`src/rtl/product_accumulator.sv`:
```
// product_accumulator: sums a frame of signed 12-bit products from an 8x4
// multiplier into a saturating ACC_W-bit accumulator. A frame closes on a
// beat marked in_last, or on the beat that reaches MAX_TERMS products. The
// result is then held on the outputs until the consumer takes it.
module product_accumulator #(
    parameter int ACC_W     = 16,
    parameter int MAX_TERMS = 15
) (
    input  logic             clk,
    input  logic             rst_n,
    input  logic             in_valid,
    output logic             in_ready,
    input  logic [11:0]      in_prod,
    input  logic             in_last,
    output logic             out_valid,
    input  logic             out_ready,
    output logic [ACC_W-1:0] out_acc,
    output logic             out_ovf,
    output logic [7:0]       out_count
);

    localparam logic [1:0] IDLE  = 2'd0;
    localparam logic [1:0] ACCUM = 2'd1;
    localparam logic [1:0] DONE  = 2'd2;

    localparam logic [7:0]       MAX_CNT = 8'(MAX_TERMS);
    localparam logic [ACC_W-1:0] ACC_MAX = {1'b0, {(ACC_W-1){1'b1}}};
    localparam logic [ACC_W-1:0] ACC_MIN = {1'b1, {(ACC_W-1){1'b0}}};

    logic [1:0]       state_q, state_d;
    logic [ACC_W-1:0] acc_q, acc_d;
    logic [7:0]       count_q, count_d;
    logic             ovf_q, ovf_d;
    logic             live_q;

    logic             accept;
    logic [ACC_W-1:0] prod_ext;
    logic [ACC_W:0]   sum;
    logic             sum_ovf;
    logic [ACC_W-1:0] sum_sat;

    // Sign-extend the product and form the sum one bit wider than the
    // accumulator; the top two bits disagree exactly when the result does
    // not fit, and the top bit then tells which bound to clamp to.
    always_comb begin
        prod_ext = {{(ACC_W-12){in_prod[11]}}, in_prod};
        sum      = {acc_q[ACC_W-1], acc_q} + {prod_ext[ACC_W-1], prod_ext};
        sum_ovf  = sum[ACC_W] ^ sum[ACC_W-1];
        if (!sum_ovf) begin
            sum_sat = sum[ACC_W-1:0];
        end else if (sum[ACC_W]) begin
            sum_sat = ACC_MIN;
        end else begin
            sum_sat = ACC_MAX;
        end
    end

    // Frame state machine: load on the first beat, saturating-add on the
    // following beats, and hold the result in DONE until it is taken.
    // in_ready stays low until the first edge after reset is released.
    always_comb begin
        state_d  = state_q;
        acc_d    = acc_q;
        count_d  = count_q;
        ovf_d    = ovf_q;
        in_ready = live_q && (state_q != DONE);
        accept   = in_valid && in_ready;
        case (state_q)
            IDLE: begin
                if (accept) begin
                    acc_d   = prod_ext;
                    count_d = 8'd1;
                    ovf_d   = 1'b0;
                    state_d = (in_last || (count_d == MAX_CNT)) ? DONE : ACCUM;
                end
            end
            ACCUM: begin
                if (accept) begin
                    acc_d   = sum_sat;
                    count_d = count_q + 8'd1;
                    ovf_d   = ovf_q | sum_ovf;
                    state_d = (in_last || (count_d == MAX_CNT)) ? DONE : ACCUM;
                end
            end
            DONE: begin
                if (out_ready) begin
                    state_d = IDLE;
                end
            end
            default: begin
                state_d = IDLE;
            end
        endcase
    end

    // State registers; reset drops any partial or pending frame.
    always_ff @(posedge clk or negedge rst_n) begin
        if (!rst_n) begin
            state_q <= IDLE;
            acc_q   <= '0;
            count_q <= '0;
            ovf_q   <= 1'b0;
            live_q  <= 1'b0;
        end else begin
            state_q <= state_d;
            acc_q   <= acc_d;
            count_q <= count_d;
            ovf_q   <= ovf_d;
            live_q  <= 1'b1;
        end
    end

    // Result outputs come straight from the registers.
    always_comb begin
        out_valid = (state_q == DONE);
        out_acc   = acc_q;
        out_ovf   = ovf_q;
        out_count = count_q;
    end

endmodule

```
`config.mk`:
```
export PLATFORM = sky130hd
export DESIGN_NAME = product_accumulator
export DESIGN_NICKNAME = d
export VERILOG_FILES = /design/src/rtl/product_accumulator.sv
export SDC_FILE = /design/constraint.sdc
export NUM_CORES = 1
export LEC_CHECK = 0
export BUFFER_PORTS_ARGS = -buffer_cell sky130_fd_sc_hd__buf_4
export CORE_AREA = 4 4 142 76
export CTS_BUF_LIST = sky130_fd_sc_hd__clkbuf_8
export CTS_CLUSTER_DIAMETER = 120
export DETAILED_ROUTE_END_ITERATION = 12
export DIE_AREA = 0 0 146 80
export MAX_ROUTING_LAYER = met4
export PLACE_DENSITY = 0.5
export SLEW_MARGIN = 25
export SYNTH_ARGS = -nofsm -noshare
export SYNTH_HDL_FRONTEND = slang
export SYNTH_SLANG_ARGS = --single-unit
```
`constraint.sdc`:
```
create_clock -name clk -period 8.3 [get_ports clk]
set_clock_uncertainty 0.1 [all_clocks]
set_input_delay 1.66 -clock clk [delete_from_list [all_inputs] [get_ports clk]]
set_output_delay 1.66 -clock clk [all_outputs]
set_load 0.02 [all_outputs]
```
==> insert_results.sql, run 1 <==
INSERT INTO impl_metrics (metric_group, metric, value, unit) VALUES
('critical_path', 'crit_family', 'compound AO/OA/AOI/OAI gates', ''),
('critical_path', 'critical_path.max_stage_delay', '0.50', 'ns'),
('timing', 'endpoints_failing_setup', '0', ''),
('logic_synthesis', 'synth_ff_type', 'sky130_fd_sc_hd__dfrtp_1', ''),
('critical_path', 'critPathBufInv', '2', ''),
('clocking', 'numCtsBuffers', '3', ''),
('cells_and_area', 'register_area', '701', 'um^2'),
('clocking', 'tritoncts', 'yes', ''),
('clocking', 'clock_tree.root_cell', 'sky130_fd_sc_hd__clkbuf_8', ''),
('cells_and_area', 'diodes', '0', ''),
('clocking', 'post_cts_buffers', '0', ''),
('clocking', 'cts_htree_levels', '1', ''),
('logic_synthesis', 'synth_top_cell_by_area', 'sky130_fd_sc_hd__dfrtp_1', ''),
('pwr', 'share_clk_of_total_power', '0.150', ''),
('route', 'final_antenna_net_count', '0', ''),
('clocking', 'clk_latency', '0.29', 'ns'),
('logic_synthesis', 'synthCells', '257', ''),
('logic_synthesis', 'synthTopCellsByArea', 'sky130_fd_sc_hd__dfrtp_1 (31%), sky130_fd_sc_hd__ha_1 (10%), sky130_fd_sc_hd__nand2_1 (5.9%), sky130_fd_sc_hd__o21ai_0 (3.8%), sky130_fd_sc_hd__a211oi_1 (3.4%)', ''),
('logic_synthesis', 'synth_commonest_cells', 'sky130_fd_sc_hd__nand2_1 (35), sky130_fd_sc_hd__dfrtp_1 (28), sky130_fd_sc_hd__nor2_1 (19)', ''),
('critical_path', 'arrival', '4.56', 'ns'),
('critical_path', 'timing.critical_path.to', 'out_acc[14]$_DFFE_PN0P_', ''),
('placed_design', 'placed_cell_area', '0.00265', 'mm^2'),
('timing', 'hold_viol_final', '0', ''),
('die', 'fp-row-count', '25', ''),
('die', 'core_area', '0.00935', 'mm^2'),
('timing', 'worst_slew_margin_rel', '0.339', ''),
('critical_path', 'cell_with_the_largest_stage_delay_on_the_worst_path', 'sky130_fd_sc_hd__o2bb2ai_2', ''),
('logic_synthesis', 'synth-async-reset-ratio', '1.00', ''),
('pwr', 'ir_drop', '0.0850', 'mV'),
('critical_path', 'cp_num_cells', '11', ''),
('pwr', 'power.internal', '0.412', 'mW'),
('timing', 'report.final.slew_viol_count', '0', ''),
('pwr', 'share_comb_of_total_power', '0.582', ''),
('cells_and_area', 'syn2layout_area_growth', '21.7', '%'),
('route', 'finalWirelength', '6.21', 'mm'),
('status', 'status', 'finished, final reports clean', ''),
('timing', 'maxClockFrequency', '224', 'MHz'),
('pwr', 'power_per_cell_area', '280', 'mW/mm^2'),
('logic_synthesis', 'yosysSeqAreaShare', '0.314', ''),
('clocking', 'hold_buffers', '0', ''),
('pwr', 'switching_share', '0.459', ''),
('global_routing', 'track_usage', '0.112', ''),
('die', 'die_area', '0.0117', 'mm^2'),
('logic_synthesis', 'synth_cell_type_count', '53', ''),
('route', 'routed-via-count', '2051', ''),
('placed_design', 'place_congestion', '0.850', ''),
('timing', 'timing_worst_slew_pin_value', '0.986', 'ns'),
('hold_path', 'class_of_the_tightest_hold_or_removal_check', 'register to register', ''),
('logic_synthesis', 'post_synth_instance_area', '0.00223', 'mm^2'),
('logic_synthesis', 'synth_most_common_cell', 'sky130_fd_sc_hd__nand2_1', ''),
('critical_path', 'regToRegEndpoint', 'out_acc[14]$_DFFE_PN0P_', ''),
('global_routing', 'antenna_found_initial', '0', ''),
('logic_synthesis', 'ys.warnings.count', '0', ''),
('die', 'fp.dieH', '80', 'um'),
('clocking', 'post_cts_resize_count', '0', ''),
('global_routing', 'largest_net_degree_at_the_start_of_global_routing', '29', ''),
('cells_and_area', 'drive_above_1_share', '0.199', ''),
('placed_design', 'half_perimeter_wire_length_after_detailed_placement', '4.61', 'mm'),
('route', 'drt_first_pass_iters', '4', ''),
('pwr', 'switchingPower', '0.349', 'mW'),
('logic_synthesis', 'syn_nets', '293', ''),
('critical_path', 'cpMostUsedCell', 'sky130_fd_sc_hd__o21ai_0', ''),
('critical_path', 'timing.setup.critical_path_class', 'input pin to register', ''),
('critical_path', 'rr_worst_depth', '10', ''),
('die', 'die_width', '146', 'um'),
('critical_path', 'critical_path.max_fanout', '17', ''),
('logic_synthesis', 'syn_avg_cell_area', '8.69', 'um^2'),
('critical_path', 'timing.critical_path.cells', 'buf_4 > ha_1 > inv_1 > fa_1 > nand2b_1 > a21oi_1 > o21ai_1 > o21ai_0 > o2bb2ai_2 > o21ai_0 > o211ai_1', ''),
('timing', 'final_min_period_over_clock_period', '0.538', ''),
('critical_path', 'worst_ep_required_time', '8.40', 'ns'),
('run', 'max_capacitance_violation_count', '0', '');
-- routing by layer --
layer | wire [um] | part of all wire | GRT usage
met4 | 41 | 0.0066 | 0.0253
met2 | 2860 | 0.46 | 0.178
met5 | 0 | 0 | -
met3 | 191 | 0.031 | 0.0153
met1 | 3120 | 0.50 | 0.153
-- registers in the layout, indices dropped and copies added (netlist names) --
signal and cells:
out_acc 16, out_count 8, state_q 2, live_q 1, out_ovf 1
-- through the flow --
| stage | hold slack (ns) | std cells | setup WS [ns] | util | total power, mW |
|---|---|---|---|---|---|
| finish | 0.422 | 413 | 3.84 | 0.291 | 0.762 |
| detailed placement | 0.402 | 409 | 3.57 | 0.283 | 0.647 |
| global placement | 0.394 | 409 | 3.72 | 0.283 | 0.644 |
| CTS | 0.430 | 413 | 3.85 | 0.291 | 0.765 |
| floorplan | 0.383 | 257 | 4.30 | - | 0.532 |
| global route | 0.480 | 413 | 3.61 | 0.291 | 0.830 |
-- worst min-delay path by stage --
stage	from	end	slack, ns	cells past startpoint
floorplan	state_q[1]$_DFFE_PN0P_	state_q[0]$_DFFE_PN0P_	0.38	1
global placement	out_acc[4]$_DFFE_PN0P_	out_acc[4]$_DFFE_PN0P_	0.39	2
detailed placement	out_acc[3]$_DFFE_PN0P_	out_acc[3]$_DFFE_PN0P_	0.40	2
CTS	out_acc[4]$_DFFE_PN0P_	out_acc[4]$_DFFE_PN0P_	0.43	2
global route	out_acc[15]$_DFFE_PN0P_	out_acc[15]$_DFFE_PN0P_	0.48	2
finish	out_acc[4]$_DFFE_PN0P_	out_acc[4]$_DFFE_PN0P_	0.42	2
-- worst min-delay path, stage by stage (launching register included) --
cell and delay, ns:
sky130_fd_sc_hd__dfrtp_1 0.38, sky130_fd_sc_hd__nand2_1 0.06, sky130_fd_sc_hd__o31ai_1 0.06
-- cells in the final DEF (no fill, tap or decap), types with 5 or more instances in the layout --
| cell type | synthesis | final |
|---|---|---|
| sky130_fd_sc_hd__nand3_1 | 7 | 7 |
| sky130_fd_sc_hd__xor2_1 | 7 | 7 |
| sky130_fd_sc_hd__ha_1 | 18 | 18 |
| sky130_fd_sc_hd__dfrtp_1 | 28 | 28 |
| sky130_fd_sc_hd__nand2b_1 | 5 | 5 |
| sky130_fd_sc_hd__nand2_1 | 35 | 35 |
| sky130_fd_sc_hd__o211ai_1 | 7 | 7 |
| sky130_fd_sc_hd__nor2_1 | 19 | 19 |
| sky130_fd_sc_hd__o31ai_1 | 10 | 10 |
| sky130_fd_sc_hd__inv_1 | 8 | 8 |
| sky130_fd_sc_hd__a211oi_1 | 10 | 10 |
| sky130_fd_sc_hd__buf_4 | 0 | 43 |
| sky130_fd_sc_hd__a21o_1 | 6 | 6 |
| sky130_fd_sc_hd__a21oi_1 | 15 | 15 |
| sky130_fd_sc_hd__o21ai_0 | 17 | 17 |
| sky130_fd_sc_hd__xnor2_1 | 6 | 6 |
-- cell families after synthesis --
kind of cell / synth area share
xor gates and xnor gates: 0.0706
and+or+nand+nor: 0.187
AOI/OAI and AO/OA: 0.272
buffers and inverters: 0.0404
DFF: 0.314
adders and majority gates: 0.114
other: 0.00168
-- final cells by class --
cell class	count	area share
clock inverter	1	0.0110
tap	121	0.0557
sequential	28	0.258
multi-input combinational	209	0.530
timing repair buffer	43	0.119
inverter	8	0.0110
clock buffer	3	0.0152
-- power groups by stage --
stage | combinational [mW] | sequential [mW] | clock (mW)
after floorplan | 0.296 | 0.236 | 0
after global placement | 0.438 | 0.206 | 0
after detailed placement | 0.439 | 0.208 | 0
after CTS | 0.442 | 0.205 | 0.118
after global routing | 0.492 | 0.210 | 0.128
final | 0.443 | 0.204 | 0.114
Note: power is estimated with default switching activity, not from simulation.
==> run 2, diff against run 1 <==
Settings changed: PLACE_DENSITY 0.5 to 0.51.
Clock period 8.3 ns to 3.7 ns, I/O delays scaled along.
==> insert_results.sql, run 2 (synthesis gave the netlist of run 1 again) <==
INSERT INTO impl_metrics (metric_group, metric, value, unit) VALUES
('die', 'core_area', '0.00935', 'mm^2'),
('clocking', 'cts.sinks', '28', ''),
('global_routing', 'grtUsageMet3', '0.0153', ''),
('route', 'finalWirelength', '6.10', 'mm'),
('cells_and_area', 'commonest_non_fill_non_tap_cell_in_the_layout', 'sky130_fd_sc_hd__buf_4', ''),
('status', 'status', 'finished, final reports clean', ''),
('route', 'first_iter_violations', '101', ''),
('route', 'drc', '0', ''),
('timing', 'timing.final.crit_period', '3.20', 'ns'),
('clocking', 'clk_transition_reported_paths', '0.11', 'ns'),
('cells_and_area', 'n_fill_cell', '1007', ''),
('clocking', 'post_cts_resize_count', '0', ''),
('timing', 'setup_total_negative_slack', '0', 'ns'),
('timing', 'worst_slew_margin_rel', '0.543', ''),
('cells_and_area', 'syn2layout_area_growth', '22.8', '%'),
('timing', 'report.final.slew_viol_count', '0', ''),
('cells_and_area', 'register_area', '701', 'um^2'),
('global_routing', 'largest_net_degree_at_the_start_of_global_routing', '29', ''),
('global_routing', 'antenna_found_initial', '0', ''),
('pwr', 'ir_drop', '0.161', 'mV'),
('placed_design', 'post-place-ws', '0.204', 'ns'),
('clocking', 'tritoncts', 'yes', ''),
('global_routing', 'grt_pass1_wl', '10.2', 'mm'),
('run', 'max_capacitance_violation_count', '0', ''),
('critical_path', 'setup.worst_path.start_class', 'input pin', ''),
('die', 'fp.dieH', '80', 'um'),
('pwr', 'power_per_cell_area', '627', 'mW/mm^2'),
('route', 'routed-via-count', '2019', ''),
('global_routing', 'fraction_of_met2_tracks_used_by_global_routing', '0.177', ''),
('cells_and_area', 'largest_register_ff_count', '16', ''),
('clocking', 'clock_tree.root_cell', 'sky130_fd_sc_hd__clkbuf_8', ''),
('route', 'drt_first_pass_iters', '4', ''),
('route', 'routed_via_density', '4.85', ''),
('pwr', 'power', '1.72', 'mW'),
('critical_path', 'critical_path.max_fanout', '13', ''),
('clocking', 'post_cts_buffers', '0', ''),
('placed_design', 'half_perimeter_wire_length_after_detailed_placement', '4.60', 'mm'),
('timing', 'finalWorstSetupSlack', '0.503', 'ns'),
('cells_and_area', 'most-common-layout-cells', 'sky130_fd_sc_hd__buf_4 (46), sky130_fd_sc_hd__nand2_1 (35), sky130_fd_sc_hd__dfrtp_1 (28), sky130_fd_sc_hd__nor2_1 (19), sky130_fd_sc_hd__ha_1 (18)', ''),
('route', 'final_antenna_net_count', '0', ''),
('clocking', 'clk_latency', '0.28', 'ns'),
('cells_and_area', 'final_nets', '332', ''),
('die', 'fp-row-count', '25', ''),
('global_routing', 'track_usage', '0.109', ''),
('placed_design', 'placed_cell_area', '0.00267', 'mm^2'),
('die', 'pin_count', '44', ''),
('global_routing', 'groute.layer.met1.usage', '0.146', ''),
('critical_path', 'critical_path.endpoint_type', 'register', ''),
('critical_path', 'worst_ep_required_time', '3.80', 'ns'),
('cells_and_area', 'diodes', '0', ''),
('route', 'avgRoutedWirePerCell', '14.7', 'um'),
('cells_and_area', 'multi_input_comb_area', '0.00144', 'mm^2'),
('placed_design', 'place_congestion', '0.857', ''),
('timing', 'hold_viol_final', '0', ''),
('cells_and_area', 'finish.instance_area', '0.00274', 'mm^2'),
('timing', 'holdWs', '0.268', 'ns'),
('critical_path', 'timing.setup.critical_path_class', 'input pin to register', ''),
('timing', 'endpoints_failing_setup', '0', ''),
('pwr', 'power.leakage', '1.24', 'nW'),
('die', 'die_area', '0.0117', 'mm^2'),
('timing', 'timing_worst_slew_pin_value', '0.681', 'ns'),
('critical_path', 'arrival', '3.30', 'ns'),
('timing', 'maxClockFrequency', '313', 'MHz'),
('global_routing', 'global_route.peak_usage_layer', 'met2', ''),
('timing', 'grt_setup_unrepaired', 'no', ''),
('die', 'initial_util', '0.239', ''),
('die', 'die_width', '146', 'um'),
('global_routing', 'number_of_global_route_vias_before_repair', '2030', ''),
('placed_design', 'port-buffer-count', '43', ''),
('cells_and_area', 'drive_above_1_share', '0.207', ''),
('clocking', 'hold_buffers', '0', ''),
('clocking', 'numCtsBuffers', '3', ''),
('hold_path', 'class_of_the_tightest_hold_or_removal_check', 'input pin to asynchronous set/reset pin', ''),
('timing', 'final_min_period_over_clock_period', '0.864', ''),
('clocking', 'clock_tree.buffer_depth', '2', ''),
('global_routing', 'grt_overflow', '0', ''),
('clocking', 'cts_htree_levels', '1', '');
## run 2: layout make-up
type                            instances  area share
Clock buffer                            3      0.0151
Timing Repair Buffer                   46       0.126
Tap cell                              121      0.0553
Multi-Input combinational cell        209       0.526
Clock inverter                          1      0.0110
Sequential cell                        28       0.256
Inverter                                8      0.0110
## run 2: power breakdown
group / leakage (nW) / switching [mW] / internal (mW) / total [mW]
Combinational: 0.851 / 0.597 / 0.416 / 1.01
Clock: 0.0357 / 0.107 / 0.145 / 0.252
Sequential: 0.356 / 0.0749 / 0.378 / 0.453
Total: 1.24 / 0.778 / 0.940 / 1.72
## run 2: per-layer routing
layer	wire length, um	share of wire	vias up
li1	-	-	1013
met1	3080	0.51	971
met2	2890	0.47	31
met3	107	0.018	4
met4	21	0.0034	0
met5	0	0	-
## run 2: worst max-delay path, cell delays in order
cell	delay (ns)
sky130_fd_sc_hd__buf_4	0.09
sky130_fd_sc_hd__ha_1	0.18
sky130_fd_sc_hd__inv_1	0.07
sky130_fd_sc_hd__fa_1	0.37
sky130_fd_sc_hd__nand2b_1	0.20
sky130_fd_sc_hd__a21oi_1	0.20
sky130_fd_sc_hd__o21ai_1	0.17
sky130_fd_sc_hd__o21ai_0	0.31
sky130_fd_sc_hd__o2bb2ai_2	0.37
sky130_fd_sc_hd__buf_4	0.28
sky130_fd_sc_hd__xor2_2	0.08
sky130_fd_sc_hd__a211oi_2	0.24
## run 2: final timing paths
path | endpoint | startpoint | slack [ns] | cells after the start
hold / removal | out_count[1]$_DFFE_PN0P_ | rst_n | 0.27 | 1
setup / recovery | out_ovf$_DFFE_PN0P_ | in_prod[0] | 0.50 | 12
max in group asynchronous | out_acc[5]$_DFFE_PN0P_ | rst_n | 2.95 | 1
min in group clk | out_acc[4]$_DFFE_PN0P_ | out_acc[4]$_DFFE_PN0P_ | 0.43 | 2
hold reg to reg | out_acc[4]$_DFFE_PN0P_ | out_acc[4]$_DFFE_PN0P_ | 0.43 | 2
setup reg to reg | out_ovf$_DFFE_PN0P_ | out_acc[0]$_DFFE_PN0P_ | 0.64 | 11
## run 2: stage by stage
stage | instances | utilization
after global routing | 416 | 0.293
after CTS | 416 | 0.293
after detailed placement | 412 | 0.285
final | 416 | 0.293
after global placement | 412 | 0.285
after floorplan | 257 | -
==> run 3, diff against run 2 <==
Settings changed: PLACE_DENSITY 0.51 to 0.5.
Clock period 3.7 ns to 3.05 ns, I/O delays scaled along.
==> insert_results.sql, run 3 (synthesis gave the netlist of run 1 again) <==
INSERT INTO impl_metrics (metric_group, metric, value, unit) VALUES
('clocking', 'clk_latency', '0.29', 'ns'),
('placed_design', 'place_congestion', '0.897', ''),
('pwr', 'power.leakage', '1.35', 'nW'),
('status', 'status', 'finished, final reports clean', ''),
('die', 'die_area', '0.0117', 'mm^2'),
('clocking', 'cts.sinks', '28', ''),
('route', 'final_antenna_net_count', '0', ''),
('die', 'fp.dieH', '80', 'um'),
('clocking', 'clk_transition_reported_paths', '0.12', 'ns'),
('clocking', 'numCtsBuffers', '3', ''),
('clocking', 'tritoncts', 'yes', ''),
('critical_path', 'arrival', '2.88', 'ns'),
('timing', 'worst_slew_margin_rel', '0.545', ''),
('timing', 'timing_worst_slew_pin_value', '0.666', 'ns'),
('timing', 'maxClockFrequency', '353', 'MHz'),
('hold_path', 'class_of_the_tightest_hold_or_removal_check', 'input pin to asynchronous set/reset pin', ''),
('global_routing', 'antenna_found_initial', '0', ''),
('pwr', 'ir_drop', '0.266', 'mV'),
('run', 'max_capacitance_violation_count', '0', ''),
('critical_path', 'regToRegEndpoint', 'out_acc[1]$_DFFE_PN0P_', ''),
('timing', 'report.final.slew_viol_count', '0', ''),
('timing', 'grt_setup_unrepaired', 'no', ''),
('global_routing', 'grt_overflow', '0', ''),
('timing', 'endpoints_failing_setup', '0', ''),
('die', 'core_area', '0.00935', 'mm^2'),
('die', 'fp-row-count', '25', ''),
('cells_and_area', 'commonest_non_fill_non_tap_cell_in_the_layout', 'sky130_fd_sc_hd__buf_4', ''),
('pwr', 'power', '2.26', 'mW'),
('clocking', 'hold_buffers', '0', ''),
('route', 'avgRoutedWirePerCell', '14.5', 'um'),
('clocking', 'clock_tree.root_cell', 'sky130_fd_sc_hd__clkbuf_8', ''),
('die', 'pin_count', '44', ''),
('route', 'drc', '0', ''),
('route', 'drt_first_pass_iters', '4', ''),
('global_routing', 'grt_pass1_wl', '10.5', 'mm'),
('placed_design', 'port-buffer-count', '43', ''),
('cells_and_area', 'n_fill_cell', '965', ''),
('critical_path', 'regToRegSetupSlack', '0.23', 'ns'),
('route', 'first_iter_violations', '100', ''),
('die', 'initial_util', '0.239', ''),
('critical_path', 'rr_worst_depth', '8', ''),
('global_routing', 'number_of_global_route_vias_before_repair', '2110', ''),
('placed_design', 'half_perimeter_wire_length_after_detailed_placement', '4.89', 'mm'),
('route', 'routed_via_density', '4.77', ''),
('route', 'finalWirelength', '6.37', 'mm'),
('cells_and_area', 'final_nets', '355', ''),
('critical_path', 'critical_path.endpoint_type', 'register', ''),
('critical_path', 'crit-reg2reg-launch', 'out_acc[2]$_DFFE_PN0P_', ''),
('cells_and_area', 'syn2layout_area_growth', '30.8', '%'),
('cells_and_area', 'largest_register_ff_count', '16', ''),
('die', 'die_width', '146', 'um'),
('cells_and_area', 'diodes', '0', ''),
('critical_path', 'worst_ep_required_time', '3.10', 'ns'),
('global_routing', 'track_usage', '0.112', ''),
('cells_and_area', 'drive_above_1_share', '0.267', ''),
('clocking', 'cts_htree_levels', '1', ''),
('timing', 'final_min_period_over_clock_period', '0.929', ''),
('global_routing', 'largest_net_degree_at_the_start_of_global_routing', '29', ''),
('timing', 'timing.final.crit_period', '2.83', 'ns'),
('cells_and_area', 'most-common-layout-cells', 'sky130_fd_sc_hd__buf_4 (69), sky130_fd_sc_hd__nand2_1 (35), sky130_fd_sc_hd__dfrtp_1 (28), sky130_fd_sc_hd__nor2_1 (19), sky130_fd_sc_hd__ha_1 (18)', ''),
('critical_path', 'timing.setup.critical_path_class', 'input pin to register', ''),
('critical_path', 'critical_path.max_fanout', '9', ''),
('pwr', 'power_per_cell_area', '774', 'mW/mm^2'),
('placed_design', 'dpl.cell_count', '435', ''),
('critical_path', 'setup.worst_path.start_class', 'input pin', ''),
('clocking', 'clock_tree.buffer_depth', '2', ''),
('timing', 'hold_viol_final', '0', ''),
('cells_and_area', 'finalNonFillerCells', '439', ''),
('route', 'routed-via-count', '2095', '');
[run 3: changes by cell type in the layout (fill, tap and decap cells not counted), sizes merged]
cell	previous run	this run
buf	46	69
[run 3: cell type report]
type / count / area [um^2] / area share
inverters: 8 / 30.0 / 0.0103
multi-input cells: 209 / 1450 / 0.496
clock buffers: 3 / 41.3 / 0.0141
flip-flops and latches: 28 / 701 / 0.240
repair buffers: 69 / 518 / 0.177
clock inverters: 1 / 30.0 / 0.0103
well taps: 121 / 151 / 0.0518
[run 3: per-stage QoR]
step           worst slack, ns  cell area (um^2)  utilization  TNS (ns)  hold WS, ns
2_1_floorplan            0.103              2230            -         0        0.214
3_3_place_gp           -0.0565              2840        0.304    -0.194        0.396
3_5_place_dp           -0.0868              2840        0.304    -0.443        0.405
4_1_cts                  0.215              2910        0.311         0        0.144
5_1_grt                 0.0250              2920        0.312         0        0.152
6_report                 0.216              2920        0.312         0        0.136
[run 3: report_power, final]
part	internal (mW)	leakage (nW)	switching, mW	total, mW
sequential	0.459	0.356	0.0875	0.546
clock	0.176	0.0357	0.141	0.317
combinational	0.641	0.963	0.757	1.40
[run 3: per-layer routing]
layer  track usage  vias up  part of all wire
met1         0.145      999              0.50
met4        0.0197        0            0.0071
met2         0.189       33              0.47
li1              -     1059                 -
met3        0.0210        4             0.029
met5             -        -                 0
[run 3: repair_timing]
action                     CTS  global route
buffers inserted             0             0
setup endpoints to repair    0             1
resized for setup            0             1
[run 3: worst max-delay path, cell delays in order]
cell and delay, ns:
sky130_fd_sc_hd__buf_4 0.14, sky130_fd_sc_hd__ha_1 0.35, sky130_fd_sc_hd__a21o_1 0.19, sky130_fd_sc_hd__a2111oi_0 0.64, sky130_fd_sc_hd__o2bb2ai_2 0.23, sky130_fd_sc_hd__o31ai_4 0.53, sky130_fd_sc_hd__o32ai_2 0.17
[run 3: worst max-delay path by stage]
stage / slack [ns] / start / to
finish: 0.22 / in_prod[11] / out_acc[1]$_DFFE_PN0P_
global route: 0.02 / out_acc[0]$_DFFE_PN0P_ / out_acc[7]$_DFFE_PN0P_
detailed placement: -0.09 / in_prod[2] / out_acc[1]$_DFFE_PN0P_
floorplan: 0.10 / in_prod[0] / out_acc[9]$_DFFE_PN0P_
CTS: 0.21 / out_acc[2]$_DFFE_PN0P_ / out_acc[1]$_DFFE_PN0P_
global placement: -0.06 / in_prod[2] / out_acc[1]$_DFFE_PN0P_
